--- config.mk ---
export PLATFORM = sky130hd
export DESIGN_NAME = command_encoder
export DESIGN_NICKNAME = d
export VERILOG_FILES = /design/src/rtl/params_pkg.sv /design/src/rtl/command_encoder.sv
export SDC_FILE = /design/constraint.sdc
export NUM_CORES = 1
export LEC_CHECK = 0
export CAP_MARGIN = 5
export CORE_MARGIN = 3
export CORE_UTILIZATION = 40
export CTS_CLUSTER_SIZE = 24
export DETAILED_ROUTE_END_ITERATION = 16
export GPL_ROUTABILITY_DRIVEN = 0
export HOLD_SLACK_MARGIN = 0.06
export PLACE_DENSITY = 0.73
export SYNTH_ARGS = -nofsm -noshare
export SYNTH_HDL_FRONTEND = slang
export SYNTH_SLANG_ARGS = --single-unit
--- constraint.sdc ---
create_clock -name clk_in -period 2.1 [get_ports clk_in]
set_input_delay 0.42 -clock clk_in [delete_from_list [all_inputs] [get_ports clk_in]]
set_output_delay 0.42 -clock clk_in [all_outputs]
set_load 0.1 [all_outputs]
--- src/rtl/params_pkg.sv ---
// Shared constants and types for the command stream between command_encoder
// and control_module.
package params_pkg;

    localparam logic [7:0] CMD_BRIGHTNESS = 8'h62;  // 'b'
    localparam logic [7:0] CMD_ROW_LOAD   = 8'h4C;  // 'L'

    typedef enum logic [2:0] {
        ST_IDLE,
        ST_SEND_OP,
        ST_SEND_ARG,
        ST_READ,
        ST_WAIT_RD,
        ST_SEND_DATA
    } cmd_enc_state_t;

    function automatic logic [7:0] opcode_for(input logic op);
        return op ? CMD_ROW_LOAD : CMD_BRIGHTNESS;
    endfunction

    function automatic logic is_send_state(input cmd_enc_state_t st);
        return (st == ST_SEND_OP) || (st == ST_SEND_ARG) || (st == ST_SEND_DATA);
    endfunction

endpackage

--- src/rtl/command_encoder.sv ---
// Serializes brightness / row-load requests into the byte stream parsed by
// control_module; row payloads are fetched highest column first.
module command_encoder
    import params_pkg::*;
#(
    parameter int ROW_BYTES = 128,
    parameter int COL_BITS  = $clog2(ROW_BYTES)
) (
    input  logic                clk_in,
    input  logic                reset_n,
    input  logic                req_valid,
    output logic                req_ready,
    input  logic                req_op,
    input  logic [7:0]          req_arg,
    output logic [7:0]          rd_row,
    output logic [COL_BITS-1:0] rd_addr,
    output logic                rd_en,
    input  logic [7:0]          rd_data,
    output logic [7:0]          tx_data,
    output logic                tx_valid,
    input  logic                tx_ready,
    output logic                busy,
    output logic [7:0]          commands_sent
);

    localparam logic [COL_BITS-1:0] COL_MAX = COL_BITS'(ROW_BYTES - 1);

    cmd_enc_state_t      state_q, state_d;
    logic                op_q;
    logic [7:0]          arg_q;
    logic [COL_BITS-1:0] col_q;
    logic [7:0]          tx_data_q;
    logic                tx_valid_q;
    logic [7:0]          cmd_cnt_q;

    logic accept;
    logic tx_hs;

    assign accept = req_valid & req_ready;
    assign tx_hs  = tx_valid_q & tx_ready;

    // NOTE: sequential state uses non-blocking assignments so every register
    // samples pre-edge values, independent of process ordering.
    always_ff @(posedge clk_in or negedge reset_n) begin
        if (!reset_n) state_q <= ST_IDLE;
        else          state_q <= state_d;
    end

    // NOTE: state_d gets a default before the case so no path leaves it
    // unassigned, which would infer a latch.
    always_comb begin
        state_d = state_q;
        unique case (state_q)
            ST_IDLE:      if (req_valid) state_d = ST_SEND_OP;
            ST_SEND_OP:   if (tx_hs) state_d = ST_SEND_ARG;
            ST_SEND_ARG:  if (tx_hs) state_d = op_q ? ST_READ : ST_IDLE;
            ST_READ:      state_d = ST_WAIT_RD;
            ST_WAIT_RD:   state_d = ST_SEND_DATA;
            ST_SEND_DATA: if (tx_hs) state_d = (col_q == '0) ? ST_IDLE : ST_READ;
            default:      state_d = ST_IDLE;
        endcase
    end

    always_comb begin
        req_ready = (state_q == ST_IDLE);
        busy      = (state_q != ST_IDLE);
        rd_en     = (state_q == ST_READ);
    end

    // tx_valid is registered from the next state so it is glitch-free and
    // high exactly in the three send states.
    always_ff @(posedge clk_in or negedge reset_n) begin
        if (!reset_n) begin
            op_q       <= 1'b0;
            arg_q      <= 8'h00;
            col_q      <= '0;
            tx_data_q  <= 8'h00;
            tx_valid_q <= 1'b0;
            cmd_cnt_q  <= 8'h00;
        end else begin
            tx_valid_q <= is_send_state(state_d);

            if (accept) begin
                op_q      <= req_op;
                arg_q     <= req_arg;
                col_q     <= COL_MAX;
                tx_data_q <= opcode_for(req_op);
            end

            if (state_q == ST_SEND_OP && tx_hs)
                tx_data_q <= arg_q;

            if (state_q == ST_WAIT_RD)
                tx_data_q <= rd_data;

            if (state_q == ST_SEND_ARG && tx_hs && !op_q)
                cmd_cnt_q <= cmd_cnt_q + 8'd1;

            if (state_q == ST_SEND_DATA && tx_hs) begin
                if (col_q == '0) cmd_cnt_q <= cmd_cnt_q + 8'd1;
                else             col_q     <= col_q - 1'b1;
            end
        end
    end

    assign rd_row        = arg_q;
    assign rd_addr       = col_q;
    assign tx_data       = tx_data_q;
    assign tx_valid      = tx_valid_q;
    assign commands_sent = cmd_cnt_q;

endmodule

[Word level (Yosys, flattened, before mapping)]
Index checks and enable logic that the tools add are counted.
Storage, ports and cells
  output and inout bits: 35
  bits in registers: 36
  bits of input ports: 21
  logic and storage cells: 47
Cells by class
  equality and inequality tests: 8
  reductions and logical operators: 11
  add/sub/neg operators: 2
  multiplexer cells: 17
  bitwise logic cells: 2
Operators by type and width (number)
  8-bit 2-to-1 mux: 6
  7-bit 2-to-1 mux: 3
  3-bit case mux with 6 select lines: 1
  3-bit 2-to-1 mux: 4
  3-bit by 2-bit == test with 1-bit output (second input constant): 3
  3-bit == test (second input constant): 3
  8-bit by 1-bit adder with 8-bit output (second input constant): 1
  7-bit logical NOT: 1
  7-bit by 1-bit subtractor with 7-bit output (second input constant): 1
  3-bit by 1-bit == test with 1-bit output (second input constant): 2
  6-bit 2-to-1 mux: 1
  3-bit nonzero test: 2
  1-bit logical AND: 4
  2-bit 2-to-1 mux: 2
  3-bit logical NOT: 1
  1-bit AND: 2
  1-bit logical OR: 2
  1-bit logical NOT: 1

[Longest topological paths before layout]
  depth in word-level cells: 7
  gate-level depth with buffers: 7

[Worst setup path after synthesis]
No wires, ideal clock.
  path kind: register to output
  start point: reg state_q[1]
  end point: out req_ready
  data required time: 1680 ps
  stages on the path, launching flop included: 4
  slack: -406 ps
  arrival time: 2086 ps
  cells stage by stage: dfrtp_1 buf_6 or3_1 inv_1
On the way
  longest elaborated chain between the ends: 1
RTL lines
  start: declaration: RTL line command_encoder.sv:28  | cmd_enc_state_t state_q, state_d;
  start signal: assignment: RTL line command_encoder.sv:46  | else state_q <= state_d;
  3-bit logical NOT: RTL line command_encoder.sv:65  | req_ready = (state_q == ST_IDLE);
  end: declaration: RTL line command_encoder.sv:12  | output logic req_ready,
Every way passes these cells.

[Final worst setup path]
Ends and elaborated chain as after synthesis.

==> summary.md <==
| Metric | Value |
|---|---|
| Final Hold Vio Count | 0 |
| Syn nets | 182 |
| Final HPWL DP | 3627 microns |
| Most common cell after layout, fill and taps aside | buf_4 |
| Clk Latency, worst-skew pair | 0.28 ns |
| First-pass GRT wire length | 7810 microns |
| Worst slew margin | 58.45% |
| Compound-cell area share of the yosys netlist | 19.94% |
| Drt pass-1 iters | 7 |
| Setup Slack @ Placement | -0.01942 ns |
| Core area | 4173 sq um |
| P&R area growth vs syn | 41.75% |
| EDFF count, synth | 0 |
| Ports | 56 |
| Synth Flop Type | dfrtp_1 |
| Post_cts resized | 0 |
| Final worst-path setup slack | 0.05246 ns |
| Initial DRC count | 68 |
| Total track usage | 19.06% |
| CP max-delay cell | or3_2 |
| Yosys Warn Count | 0 |
| Final wirelength | 4715 microns |
| Die area | 5377 sq um |
| Final Cell Area | 2570 sq um |
| Clock root cell | clkbuf_8 |
| Setup Fix Bufs, Post-CTS | 0 |
| Number of nets in the layout | 253 |
| #FFs+latches synth | 36 |
| Antenna violations before repair | 0 |
| Adder-cell area share of the yosys netlist | 1.380% |
| Xor/xnor share of the synthesized area | 3.382% |
| Vias in the first global route | 1605 |
| Initial Utilization | 43.45% |
| Simple-gate portion of the synthesized area | 14.15% |
| # Max-Cap Violations | 0 |
| Clock transition at path regs | 0.07 ns |
| Post-route ant nets | 0 |
| DRC violation count after routing | 0 |
| Status | complete, no violations |
| Post-layout util | 61.59% |
| Mux cell area share after synthesis | 7.246% |
| CP max stage delay | 0.52 ns |
| Num rows | 23 |
| Seq/Total Area, Yosys | 49.69% |
| Crit path cell chain | or3_2, buf_4, clkinvlp_4, buf_12 |
| RSZ-0062 raised after global routing | no |
| Ys async rst share | 100.0% |
| Worst Path Arrival | 1.63 ns |
| Synth cell types | 41 |
| Die extent in x | 73.33 microns |
| Largest net degree at the start of global routing | 28 |
| Most frequent cells in the layout | buf_4, dfrtp_1, clkdlybuf4s50_1 |
| CTS Hold Bufs | 0 |
| Max Freq | 0.4884 GHz |
| Crit start category | flip-flop |
| Worst Setup Path Type | flip-flop to primary output |
| DR vias/cell | 5.441 |
| Worst min-delay path category | primary input to asynchronous set/reset pin |
| Final Setup Violations | 0 |
| Grt total ovfl | 0 |
| CP bufs+invs | 3 |
| Chip height | 73.33 microns |
| CTS sink cnt | 36 |
| DP Area | 2480 sq um |
| Critical path depth in cells | 4 |
| ANT cells | 0 |
| Gate Count Post-Synth | 159 |
| CP required | 1.68 ns |
| TritonCTS clock tree | done |
| Cell family with most CP delay | simple AND/OR/NAND/NOR gates |
| Clock Skew | 0.002885 ns |
| Worst reg-to-reg path cell count | 8 |
| Syn_area_per_cell | 11.40 sq um |
| Cell area after synthesis | 1813 sq um |
| Main combinational cell family by area after synthesis | compound AO/OA/AOI/OAI gates |
| Routed len/inst | 16.78 microns |
| Maximum fanout along the worst path | 2 |
| Number of CTS-inserted buffers | 5 |
| I/O Buffers | 55 |
| Period utilisation layout | 97.50% |
| Share of cells above drive strength 1 | 37.23% |
| Count of final max-slew check failures | 0 |
| # H-tree levels | 2 |
| Critical path endpoint category | primary output |
| Worst-Margin Slew | 0.6233 ns |
| CTS Buffer Depth | 2 |
| Final min period | 2.048 ns |
| Vias | 1529 |
==> metal layers <==
metal | part of all wire [%] | vias to the layer above | track usage [%]
li1 | - | 725 | -
met1 | 41 | 754 | 22.37
met2 | 52 | 48 | 32.17
met3 | 6.7 | 2 | 6.840
met4 | 0.72 | 0 | 6.640
met5 | 0 | - | 0
==> cell usage after synthesis, drive strengths merged, types with 2 or more instances <==
cell type   n  area (sq um)
a2111oi     3         82.58
a211oi      2         15.01
a21o        3         22.52
a21oi       7         35.03
a22o        3         26.28
a31oi       2         12.51
buf         6         38.79
dfrtp      36         900.9
ha          2         25.02
inv         9         33.78
mux2        9         101.4
mux2i       3         30.03
nand2      11         41.29
nand3       3         15.01
nand4       4         46.29
nor2        9         33.78
nor3        6         35.03
nor3b       2         31.28
o21ai       8         40.04
o22ai       7         43.79
o2bb2ai     4         35.03
or3         2         12.51
xor2        6         52.55
==> cells by family after synthesis <==
logic type                 count (synthesis)
buffers and inverters                     16
adders and majority gates                  2
AOI/OAI and AO/OA                         45
muxes                                     12
xor gates and xnor gates                   7
DFF                                       36
and+or+nand+nor                           41
==> state kept, by name (all words and copies together) (netlist names) <==
name,cells
commands_sent,8
rd_row,8
tx_valid,1
state_q,3
tx_data,8
rd_addr,7
op_q,1
==> layout make-up <==
class | count | area [sq um]
sequential | 36 | 912.1
clock buffer | 8 | 90.09
timing repair buffer | 71 | 628.1
inverter | 9 | 37.54
tap | 50 | 62.56
multi-input combinational | 107 | 839.6
fill | 338 | 1603
==> final timing paths <==
kind / startpoint / end / slack, ns
setup reg to reg: rd_addr[0] / rd_addr[3] / 0.16
hold / removal: reset_n / rd_addr[1] / 0.15
hold reg to reg: commands_sent[7] / commands_sent[7] / 0.49
setup / recovery: state_q[1] / req_ready / 0.05
min in group clk_in: commands_sent[7] / commands_sent[7] / 0.49
max in group asynchronous: reset_n / rd_row[1] / 1.37
==> through the flow <==
stage,hold WS [ns],setup TNS [ns],instances
6_report,0.1509,0,281
5_1_grt,0.1959,0,281
4_1_cts,0.1637,0,281
3_5_place_dp,0.4703,-0.01942,273
3_3_place_gp,0.4637,0,273
2_1_floorplan,0.1244,-0.7829,159
Power is not shown: default switching activity piles up to over one toggle a cycle in this logic, so the estimate is an artifact.
